## src/rtl/bus_arbiter.sv

```systemverilog
// Two-requester arbiter in front of a single APB master.
// Latency: req in IDLE -> transfer next cycle -> mN_ready no earlier than the third cycle.
// Backpressure: requesters hold req until their ready; WAIT lasts until APB ready or timeout.
//
// Ports:
//   PCLK, PRESET            clock, asynchronous active-high reset
//   mN_req/write/addr/wdata requester command (N = 0, 1)
//   mN_ready/err/rdata      requester completion (err marks a timeout completion)
//   transfer/write/addr/wdata  command to the APB master; ready/rdata back from it
//   grant                   one-hot current owner, busy high during ISSUE and WAIT
module bus_arbiter #(
  parameter int PRIO_MODE = 0,
  parameter int TIMEOUT   = 16
) (
  input  logic        PCLK,
  input  logic        PRESET,
  input  logic        m0_req,
  input  logic        m0_write,
  input  logic [31:0] m0_addr,
  input  logic [31:0] m0_wdata,
  output logic        m0_ready,
  output logic        m0_err,
  output logic [31:0] m0_rdata,
  input  logic        m1_req,
  input  logic        m1_write,
  input  logic [31:0] m1_addr,
  input  logic [31:0] m1_wdata,
  output logic        m1_ready,
  output logic        m1_err,
  output logic [31:0] m1_rdata,
  output logic        transfer,
  output logic        write,
  output logic [31:0] addr,
  output logic [31:0] wdata,
  input  logic        ready,
  input  logic [31:0] rdata,
  output logic [1:0]  grant,
  output logic        busy
);

  // A zero-width counter is illegal, so TIMEOUT=0 keeps a 1-bit counter that never matters.
  localparam int            CW       = (TIMEOUT > 0) ? $clog2(TIMEOUT + 1) : 1;
  localparam int            LAST_I   = (TIMEOUT > 0) ? (TIMEOUT - 1) : 0;
  localparam logic [CW-1:0] CNT_LAST = LAST_I[CW-1:0];
  localparam bit            TO_EN    = (TIMEOUT != 0);

  typedef enum logic [1:0] {
    IDLE  = 2'd0,
    ISSUE = 2'd1,
    WAIT  = 2'd2
  } state_t;

  state_t        state_q;
  logic [1:0]    grant_q;
  logic          transfer_q;
  logic          busy_q;
  logic          last_q;      // 1 = m1 was granted last
  logic [CW-1:0] cnt_q;
  logic [CW-1:0] cnt_d;
  logic          win_m1_d;
  logic          done_ok;
  logic          done_to;
  logic          done;

  always_comb begin
    cnt_d    = (cnt_q == {CW{1'b1}}) ? cnt_q : cnt_q + CW'(1);
    win_m1_d = 1'b0;
    if (PRIO_MODE == 1) begin
      win_m1_d = !m0_req;
    end else begin
      // m1 wins alone, or on a tie when m0 was the previous owner.
      win_m1_d = m1_req && (!m0_req || !last_q);
    end
  end

  // Ready beats a coincident timeout because done_to requires ready low.
  assign done_ok = (state_q == WAIT) && ready;
  assign done_to = (state_q == WAIT) && !ready && TO_EN && (cnt_q == CNT_LAST);
  assign done    = done_ok || done_to;

  always_ff @(posedge PCLK or posedge PRESET) begin
    if (PRESET) begin
      state_q    <= IDLE;
      grant_q    <= 2'b00;
      transfer_q <= 1'b0;
      busy_q     <= 1'b0;
      last_q     <= 1'b1;
      cnt_q      <= '0;
    end else begin
      case (state_q)
        IDLE: begin
          if (m0_req || m1_req) begin
            grant_q    <= win_m1_d ? 2'b10 : 2'b01;
            transfer_q <= 1'b1;
            busy_q     <= 1'b1;
            state_q    <= ISSUE;
          end
        end
        ISSUE: begin
          transfer_q <= 1'b0;
          cnt_q      <= '0;
          state_q    <= WAIT;
        end
        WAIT: begin
          if (done) begin
            last_q  <= grant_q[1];
            grant_q <= 2'b00;
            busy_q  <= 1'b0;
            state_q <= IDLE;
          end else begin
            cnt_q <= cnt_d;
          end
        end
        default: begin
          grant_q    <= 2'b00;
          transfer_q <= 1'b0;
          busy_q     <= 1'b0;
          state_q    <= IDLE;
        end
      endcase
    end
  end

  // grant_q is zero in IDLE, so the command mux and completions fall to zero there.
  assign transfer = transfer_q;
  assign busy     = busy_q;
  assign grant    = grant_q;
  assign write    = (grant_q[0] && m0_write) || (grant_q[1] && m1_write);
  assign addr     = grant_q[0] ? m0_addr  : (grant_q[1] ? m1_addr  : 32'h0);
  assign wdata    = grant_q[0] ? m0_wdata : (grant_q[1] ? m1_wdata : 32'h0);

  assign m0_ready = grant_q[0] && done;
  assign m1_ready = grant_q[1] && done;
  assign m0_err   = grant_q[0] && done_to;
  assign m1_err   = grant_q[1] && done_to;
  assign m0_rdata = (grant_q[0] && done_ok) ? rdata : 32'h0;
  assign m1_rdata = (grant_q[1] && done_ok) ? rdata : 32'h0;

endmodule
```

## config.mk

```make
export PLATFORM = sky130hd
export DESIGN_NAME = bus_arbiter
export DESIGN_NICKNAME = d
export VERILOG_FILES = /design/src/rtl/bus_arbiter.sv
export SDC_FILE = /design/constraint.sdc
export NUM_CORES = 1
export LEC_CHECK = 0
export ABC_AREA = 1
export CELL_PAD_IN_SITES_DETAIL_PLACEMENT = 0
export CELL_PAD_IN_SITES_GLOBAL_PLACEMENT = 1
export CORE_MARGIN = 1.5
export CORE_UTILIZATION = 11
export DETAILED_ROUTE_END_ITERATION = 10
export GPL_TIMING_DRIVEN = 0
export HOLD_SLACK_MARGIN = 0.08
export PLACE_DENSITY = 0.79
export RECOVER_POWER = 25
export SYNTH_ARGS = -nofsm -noshare
export SYNTH_HDL_FRONTEND = slang
export SYNTH_SLANG_ARGS = --single-unit
export TNS_END_PERCENT = 1
```

## constraint.sdc

```tcl
create_clock -name PCLK -period 1.55 [get_ports PCLK]
set_clock_uncertainty 0.1 [all_clocks]
set_input_delay 0.2325 -clock PCLK [delete_from_list [all_inputs] [get_ports PCLK]]
set_output_delay 0.2325 -clock PCLK [all_outputs]
set_load 0.02 [all_outputs]
```

==> run summary, run 1 <==
pin count of the biggest net entering global routing - 13
unrepaired setup endpoints after global routing - true
violations in the final reports - negative setup slack
io pins - 304
setup violators final - 133
run status - finished with violations
Worst-Margin Slew - 476 ps
CP Data Arrival Time - 1530 ps
fin crit share - 120%
maximum VDD drop - 0.580 mV
Yosys reg bits - 12
worst rel slew slack - 68.2%
Synth Area in Compound Gates - 1.75%
TritonCTS clock tree - built
Total GRT Usage - 11.4%
GRT overflow - 0
Syn Inst Count - 411
first-pass GRT wire length - 18.1 mm
dpl hpwl - 10.2 mm
CP startpoint kind - flip-flop
number of DRC markers in iteration 0 - 115
# diodes - 0
Routed WL per cell - 12.9 microns
fmax - 538 MHz
Synth Cell Area - 2080 sq um
Final Hold Fails - 0
Min-Delay Path Class - input port to asynchronous set/reset pin
Clock Root Buffer - clkbuf_16
Routed Wire Length - 12.3 mm
Post-Syn Nets - 581
simple-gate share of the synthesized area - 66.3%
Max H-tree Level - 1
largest family of logic cells by synthesized area - simple AND/OR/NAND/NOR gates
Core ar. - 18,600 sq um
row count - 50
Post-DRT Antenna Nets - 0
Leakage - 2.89 nW
die height - 140 microns
Clock Latency Late Sink - 240 ps
Max-Cap Viols - 0
Residual DRC - 0
initial core utilization - 11.2%
Synth warnings - 0
final hold slack - 347 ps
CP Max Fanout - 5
initial antenna violation count - 0
Avg Inst Size Synth - 5.05 sq um
R2R Setup Slk - -80 ps
Yosys cell types - 23
Bufs on Longest Clock Path - 2
Num CTS Buffers - 3
die area - 19,700 sq um
sequential element share of the synthesized area - 14.5%
layout cells sized above 1 - 33.3%
CTS Sinks - 12
vias in the first global route - 3,435
gp weighted congestion - 0.745
router iterations before antenna repair - 4
Post-Synth Adder-Cell Area - 1.81%
drt via density - 3.78
Worst R2R Start - cnt_q[1]$_DFFE_PP0P_
Reg2Reg Depth - 8
Slew Limit Fails - 0
Port Buffer Count - 303
mux share of post-synthesis cell area - 0%
Reg clk slew, reported paths - 40 ps
Final min period - 1860 ps
Area Overhead vs Synth - 177%
Final Worst Setup Slack - -309 ps
Chip Width - 140 microns
fillcell total - 2,039
reg2reg end - cnt_q[4]$_DFFE_PP0P_
via count - 3,621
CP Data Required Time - 1220 ps
Power Dens Cells - 1210 nW/um^2
Crit Path Category - flip-flop to primary output
critical path capture point type - primary output
Layout Nets - 895
Synth Area in XOR/XNOR - 0%
Finished Core Util - 31.0%
==> where the power goes <==
group | internal (mW) | leakage, nW | total, mW | switching (mW)
sequential | 0.430 | 0.150 | 0.527 | 0.0972
clock | 0.390 | 0.0442 | 0.527 | 0.137
combinational | 2.69 | 2.70 | 5.92 | 3.23
total | 3.51 | 2.89 | 6.98 | 3.47
==> cell families after synthesis <==
kind of cell	Yosys count
AO/OA/AOI/OAI	5
adder cells (fa/ha/maj)	3
flip-flops	12
AND/OR/NAND/NOR	320
buffers and inverters	71
==> registers in the layout, summed over array words and instances (netlist names) <==
signal and count:
cnt_q 5, grant 2, state_q 2, busy 1
last_q 1, transfer 1
==> cell usage in the layout, fill, tap and decap left out, types with 2 or more instances in the layout <==
cell type          n
buf_12             4
buf_2              6
buf_4             86
buf_6             51
buf_8              2
clkbuf_16          5
clkbuf_4           3
clkbuf_8           3
clkdlybuf4s15_2   11
clkdlybuf4s50_1  165
dfrtp_1            8
dfrtp_2            3
dlygate4sd2_1      3
inv_1             40
inv_4              2
nand2_1          142
nand2_2           21
nand3_1           59
nand3_2           10
nand3_4            3
nor2_1            58
nor2_2            21
nor2_4             3
o21ai_0            2
==> per-layer routing <==
metal,part of all wire (%),vias up,GRT usage (%)
li1,-,1875,-
met1,41,1567,13.7
met2,50,169,20.7
met3,8.9,10,2.94
met4,0.75,0,1.55
met5,0,-,0
==> synth_stat cells <==
library cell	instances	share of area [%]
nand2_1	160	29
nor2_1	71	13
nand3_1	69	17
inv_1	41	7.4
clkbuf_1	11	2.0
dfrtp_1	11	13
nor2_2	11	3.3
buf_2	10	2.4
buf_6	6	3.3
ha_1	3	1.8
nand2_2	3	0.90
inv_2	2	0.36
nand3_4	2	1.7
o21ai_0	2	0.48
a21oi_2	1	0.42
a22o_1	1	0.42
buf_1	1	0.18
dfstp_2	1	1.3
nand3_2	1	0.48
nand3b_1	1	0.36
nor2_8	1	0.96
nor3_1	1	0.24
o21ai_2	1	0.42
==> how the worst max path moves through the flow <==
stage / startpoint / to / slack (ps) / depth (start not counted)
finish: cnt_q[1]$_DFFE_PP0P_ / m1_ready / -310 / 7
global route: cnt_q[1]$_DFFE_PP0P_ / m0_ready / -370 / 7
CTS: cnt_q[0]$_DFFE_PP0P_ / m1_ready / -310 / 7
detailed placement: ready / m0_rdata[25] / -830 / 5
global placement: ready / m0_rdata[25] / -840 / 5
floorplan: cnt_q[0]$_DFFE_PP0P_ / cnt_q[0]$_DFFE_PP0P_ / -30 / 8
==> area by class of cell <==
class	instances	area [sq um]	share of cell area (%)
clock buffers	4	88.8	1.54
multi-input cells	328	1620	28.2
plain buffers	28	358	6.21
repair buffers	309	2930	50.8
flip-flops and latches	12	305	5.30
well taps	234	293	5.08
inverters	43	166	2.89
==> per-stage QoR <==
step	setup TNS [ps]	std cells	cell area, sq um	power, mW	worst slack (ps)
final	-18320	958	5760	6.98	-309
after global routing	-27980	958	5760	7.46	-374
after CTS	-22120	958	5680	6.84	-313
after detailed placement	-95690	948	5470	5.90	-833
after global placement	-96540	948	5470	5.92	-840
after floorplan	-2250	411	2140	3.29	-29.4
==> critical path: stages (launching register included) <==
cell,delay (ps)
dfrtp_1,380
ha_2,190
nand2_2,80
nor2_4,50
ha_4,170
o21ai_4,210
nor2_2,60
buf_6,130
==> timing repair <==
| item | CTS | global route |
|---|---|---|
| hold buffers | 0 | 0 |
| pin swaps | 6 | 6 |
| gates cloned | 0 | 0 |
| buffers inserted | 6 | 0 |
| setup endpoints to repair | 144 | 142 |
| gates resized for setup | 709 | 69 |
No activity file was read; power rests on OpenSTA's default activity.
==> run 2, diff against run 1 <==
--- a/config.mk
+++ b/config.mk
@@ -15,6 +15,7 @@
 export HOLD_SLACK_MARGIN = 0.08
 export PLACE_DENSITY = 0.79
 export RECOVER_POWER = 25
+export SKIP_CTS_REPAIR_TIMING = 1
 export SYNTH_ARGS = -nofsm -noshare
 export SYNTH_HDL_FRONTEND = slang
 export SYNTH_SLANG_ARGS = --single-unit
==> run 2 against run 1 <==
Non-clock buffer count up 5; die area stayed put; sequential power rose by 4.7%; via count is 0.55% higher; final cell count grew 0.52%; clock power about the same; highest routed layer unchanged; setup slack got worse by 2.4 ps; core utilization decreased by 1.3 points; critical path depth unchanged; register-to-register slack worse by 100 ps; the flow still finishes with violations (negative setup slack); combinational power decreased by 6.4%.
==> run summary, run 2 (synthesis gave the netlist of run 1 again) <==
run status - finished with violations
violations in the final reports - negative setup slack
worst rel slew slack - 68.7%
io pins - 304
die area - 19,700 sq um
CP Max Fanout - 5
Layout Nets - 900
Max H-tree Level - 1
fin crit share - 120%
initial core utilization - 11.2%
multi-input logic area - 1580 sq um
Post-DRT Antenna Nets - 0
Residual DRC - 0
final hold slack - 340 ps
first-pass GRT wire length - 17.7 mm
Reg clk slew, reported paths - 50 ps
Routed Wire Length - 12.3 mm
layout cells sized above 1 - 31.8%
GRT overflow - 0
Max-Cap Viols - 0
Port Buffer Count - 303
router iterations before antenna repair - 4
fmax - 537 MHz
via count - 3,641
unrepaired setup endpoints after global routing - true
Post-Route M1 WL - 5.10 mm
maximum VDD drop - 0.611 mV
CP Data Arrival Time - 1530 ps
most frequent cells in the layout - clkdlybuf4s50_1, nand2_1, buf_4
dpl hpwl - 10.2 mm
gp weighted congestion - 0.745
WL met3 - 1.11 mm
vias in the first global route - 3,341
Final min period - 1860 ps
Num CTS Buffers - 3
Area Overhead vs Synth - 166%
fin area - 5520 sq um
Post-DP Area - 5470 sq um
Slew Limit Fails - 0
CTS Sinks - 12
Top Layer Used - met4
TNS Setup - -22,730 ps
fillcell total - 2,080
drt via density - 3.78
Finished Core Util - 29.7%
Clock Root Buffer - clkbuf_16
critical path capture point type - primary output
Bufs on Longest Clock Path - 2
Final Worst Setup Slack - -312 ps
setup violators final - 138
Clock Latency Late Sink - 240 ps
Worst-Margin Slew - 468 ps
Routed WL per cell - 12.8 microns
number of DRC markers in iteration 0 - 120
Largest register FFs - 5
Core ar. - 18,600 sq um
die height - 140 microns
Min-Delay Path Class - input port to asynchronous set/reset pin
most common cell after layout, fill and taps aside - clkdlybuf4s50_1
largest register by flop count - cnt_q
Total GRT Usage - 11.2%
final non-filler cell total - 963
Crit Path Category - flip-flop to primary output
Power Dens Cells - 1200 nW/um^2
CP Data Required Time - 1220 ps
initial antenna violation count - 0
flip-flop and latch area - 305 sq um
TritonCTS clock tree - built
Leakage - 2.92 nW
pin count of the biggest net entering global routing - 13
CP startpoint kind - flip-flop
Chip Width - 140 microns
row count - 50
# diodes - 0
Final Hold Fails - 0
placed cell count - 948
met2 wire length - 6.01 mm
==> run 2: changes by cell type in the layout (fill, tap and decap cells not counted), sizes merged <==
| cell | previous run | this run |
|---|---|---|
| clkdlybuf4s15 | 11 | 0 |
| buf | 149 | 135 |
| clkbuf | 11 | 39 |
| dlygate4sd2 | 3 | 0 |
| dlymetal6s2s | 1 | 6 |
==> run 2: per-layer routing <==
metal,up-vias,global-route usage [%]
met3,10,2.94
met5,-,0
met2,167,20.2
met4,0,1.55
li1,1889,-
met1,1575,13.6
==> run 2: cell type report <==
type / count / area share [%]
clock buffer: 4 / 1.61
tap: 234 / 5.30
inverter: 43 / 2.97
buffer: 28 / 5.44
sequential: 12 / 5.53
timing repair buffer: 314 / 50.5
multi-input combinational: 328 / 28.6
==> run 2: worst max-delay path, stage by stage, from the launching register on <==
cell and delay (ps):
dfrtp_1 390, ha_2 200, nand2_2 80, nor2_4 50
ha_4 170, o21ai_4 200, nor2_2 60, buf_6 130
==> run 2: power breakdown <==
part / total (mW) / switching, mW / leakage [nW] / internal (mW)
combinational: 5.54 / 3.15 / 2.73 / 2.39
clock: 0.530 / 0.140 / 0.0442 / 0.390
sequential: 0.552 / 0.122 / 0.150 / 0.430
total: 6.62 / 3.41 / 2.92 / 3.21
==> run 2: per-stage QoR <==
step	power [mW]	worst slack [ps]
5_1_grt	7.09	-396
2_1_floorplan	3.29	-29.4
6_report	6.62	-312
3_5_place_dp	5.90	-833
4_1_cts	6.46	-1060
3_3_place_gp	5.92	-840
==> run 2: worst paths after layout <==
kind / from / end / slack (ps) / cells past startpoint
setup / recovery: cnt_q[1]$_DFFE_PP0P_ / m1_ready / -310 / 7
hold / removal: PRESET / cnt_q[2]$_DFFE_PP0P_ / 340 / 2
setup reg to reg: cnt_q[1]$_DFFE_PP0P_ / cnt_q[4]$_DFFE_PP0P_ / -180 / 9
hold reg to reg: last_q$_DFFE_PP1P_ / last_q$_DFFE_PP1P_ / 380 / 2
max in group asynchronous: PRESET / grant[0]$_DFFE_PP0P_ / 660 / 2
min in group PCLK: last_q$_DFFE_PP1P_ / last_q$_DFFE_PP1P_ / 380 / 2
==> run 3, diff against run 2 <==
--- a/config.mk
+++ b/config.mk
@@ -9,11 +9,11 @@
 export CELL_PAD_IN_SITES_DETAIL_PLACEMENT = 0
 export CELL_PAD_IN_SITES_GLOBAL_PLACEMENT = 1
 export CORE_MARGIN = 1.5
-export CORE_UTILIZATION = 11
+export CORE_UTILIZATION = 14
 export DETAILED_ROUTE_END_ITERATION = 10
 export GPL_TIMING_DRIVEN = 0
 export HOLD_SLACK_MARGIN = 0.08
-export PLACE_DENSITY = 0.79
+export PLACE_DENSITY = 0.92
 export RECOVER_POWER = 25
 export SKIP_CTS_REPAIR_TIMING = 1
 export SYNTH_ARGS = -nofsm -noshare
==> constraint.sdc (replaced) <==
create_clock -name PCLK -period 2.4 [get_ports PCLK]
set_clock_uncertainty 0.1 [all_clocks]
set_input_delay 0.36 -clock PCLK [delete_from_list [all_inputs] [get_ports PCLK]]
set_output_delay 0.36 -clock PCLK [all_outputs]
set_load 0.02 [all_outputs]
==> run 3 against run 2 <==
The flow still finishes with violations (negative setup slack); register-to-register slack gained 800 ps; non-clock buffer count down 12; worst hold slack better by 51 ps; critical endpoint is now addr[7]; via count grew 0.71%; wire length about the same; global-route usage grew 3.4 points; critical path type unchanged; final cell count decreased by 6.4%; clock power decreased by 43%; core utilization increased by 9.6 points; clock-buffer cell count unchanged.
==> run summary, run 3 (synthesis gave the netlist of run 1 again) <==
run status - finished with violations
violations in the final reports - negative setup slack
Final Worst Setup Slack - -148 ps
Num CTS Buffers - 3
fin crit share - 106%
Reg clk slew, reported paths - 40 ps
Clock Root Buffer - clkbuf_16
drt via density - 4.07
most frequent cells in the layout - clkdlybuf4s50_1, nand2_1, dlymetal6s2s_1
largest register by flop count - cnt_q
Comb power frac - 82.9%
die height - 125 microns
row count - 44
via count - 3,667
clock power share - 7.5%
Routed WL per cell - 13.7 microns
# diodes - 0
Switching Fraction - 51.3%
GRT overflow - 0
Worst-Margin Slew - 520 ps
maximum VDD drop - 0.352 mV
router iterations before antenna repair - 5
Core ar. - 14,500 sq um
initial core utilization - 14.3%
number of DRC markers in iteration 0 - 115
fmax - 392 MHz
TritonCTS clock tree - built
Worst R2R Start - cnt_q[0]$_DFFE_PP0P_
CP Data Arrival Time - 2090 ps
gp weighted congestion - 0.819
Port Buffer Count - 303
Leakage - 4.26 nW
unrepaired setup endpoints after global routing - true
most common cell after layout, fill and taps aside - clkdlybuf4s50_1
CP Data Required Time - 1940 ps
fin area - 5710 sq um
worst rel slew slack - 65.3%
final hold slack - 391 ps
Max H-tree Level - 1
sequential fraction of design power - 9.6%
vias in the first global route - 3,472
Power Dens Cells - 700 nW/um^2
Bufs on Longest Clock Path - 2
Final Hold Fails - 0
die area - 15,600 sq um
Largest register FFs - 5
CP startpoint kind - flip-flop
initial antenna violation count - 0
CTS Sinks - 12
io pins - 304
Area Overhead vs Synth - 175%
Slew Limit Fails - 0
first-pass GRT wire length - 18.4 mm
Crit Path Category - flip-flop to primary output
Post-DRT Antenna Nets - 0
setup violators final - 15
Final min period - 2550 ps
Chip Width - 125 microns
critical path capture point type - primary output
layout cells sized above 1 - 7.25%
Min-Delay Path Class - flip-flop to flip-flop
Clock Latency Late Sink - 240 ps
pin count of the biggest net entering global routing - 13
Layout Nets - 888
Routed Wire Length - 12.3 mm
Net Sw Power - 2.05 mW
Post-DP Area - 5340 sq um
hold path startpoint - cnt_q[3]$_DFFE_PP0P_
dpl hpwl - 10.3 mm
crit path from - grant[0]$_DFFE_PP0P_
CP Max Fanout - 10
internal power - 1.95 mW
Total GRT Usage - 14.6%
Residual DRC - 0
Max-Cap Viols - 0
## run 3: worst paths after layout
check / cells after the start / slack, ps / end
max: 5 / -150 / addr[7]
min: 2 / 390 / cnt_q[3]$_DFFE_PP0P_
max reg2reg: 8 / 620 / cnt_q[4]$_DFFE_PP0P_
min reg2reg: 2 / 390 / cnt_q[3]$_DFFE_PP0P_
max in group asynchronous: 2 / 1390 / last_q$_DFFE_PP1P_
min in group asynchronous: 2 / 470 / cnt_q[1]$_DFFE_PP0P_
## run 3: layout make-up
class | instances | area (sq um)
inverters | 43 | 161
repair buffers | 303 | 3290
well taps | 184 | 230
fillers | 1552 | 8820
flip-flops and latches | 12 | 307
multi-input cells | 328 | 1450
clock buffers | 4 | 78.8
plain buffers | 27 | 191
## run 3: metal layers
layer	GRT usage, %	routed length (microns)
met5	0	0
met4	3.52	161
met3	3.01	908
met2	27.2	6340
met1	16.8	4910
## run 3: critical path: stages (launching register included)
cell and delay [ps]:
dfrtp_2 460, inv_2 110, buf_1 400, nand3_1 130, nand2_1 110, clkdlybuf4s50_1 630
## run 3: through the flow
step / cells / TNS (ps) / utilization, % / total power [mW] / worst slack (ps)
2_1_floorplan: 411 / 0 / - / 2.08 / 620
3_3_place_gp: 898 / -17100 / 36.7 / 3.76 / -286
3_5_place_dp: 898 / -17220 / 36.7 / 3.76 / -274
4_1_cts: 902 / -34870 / 37.3 / 4.08 / -537
5_1_grt: 901 / -4210 / 39.3 / 4.32 / -292
6_report: 901 / -1530 / 39.3 / 4.00 / -148
## run 3: power groups by stage
stage	Clock, mW	Sequential, mW	Combinational [mW]
final	0.301	0.384	3.31
after global routing	0.322	0.405	3.59
after detailed placement	0	0.367	3.40
after global placement	0	0.363	3.40
after CTS	0.310	0.364	3.41
after floorplan	0	0.381	1.70
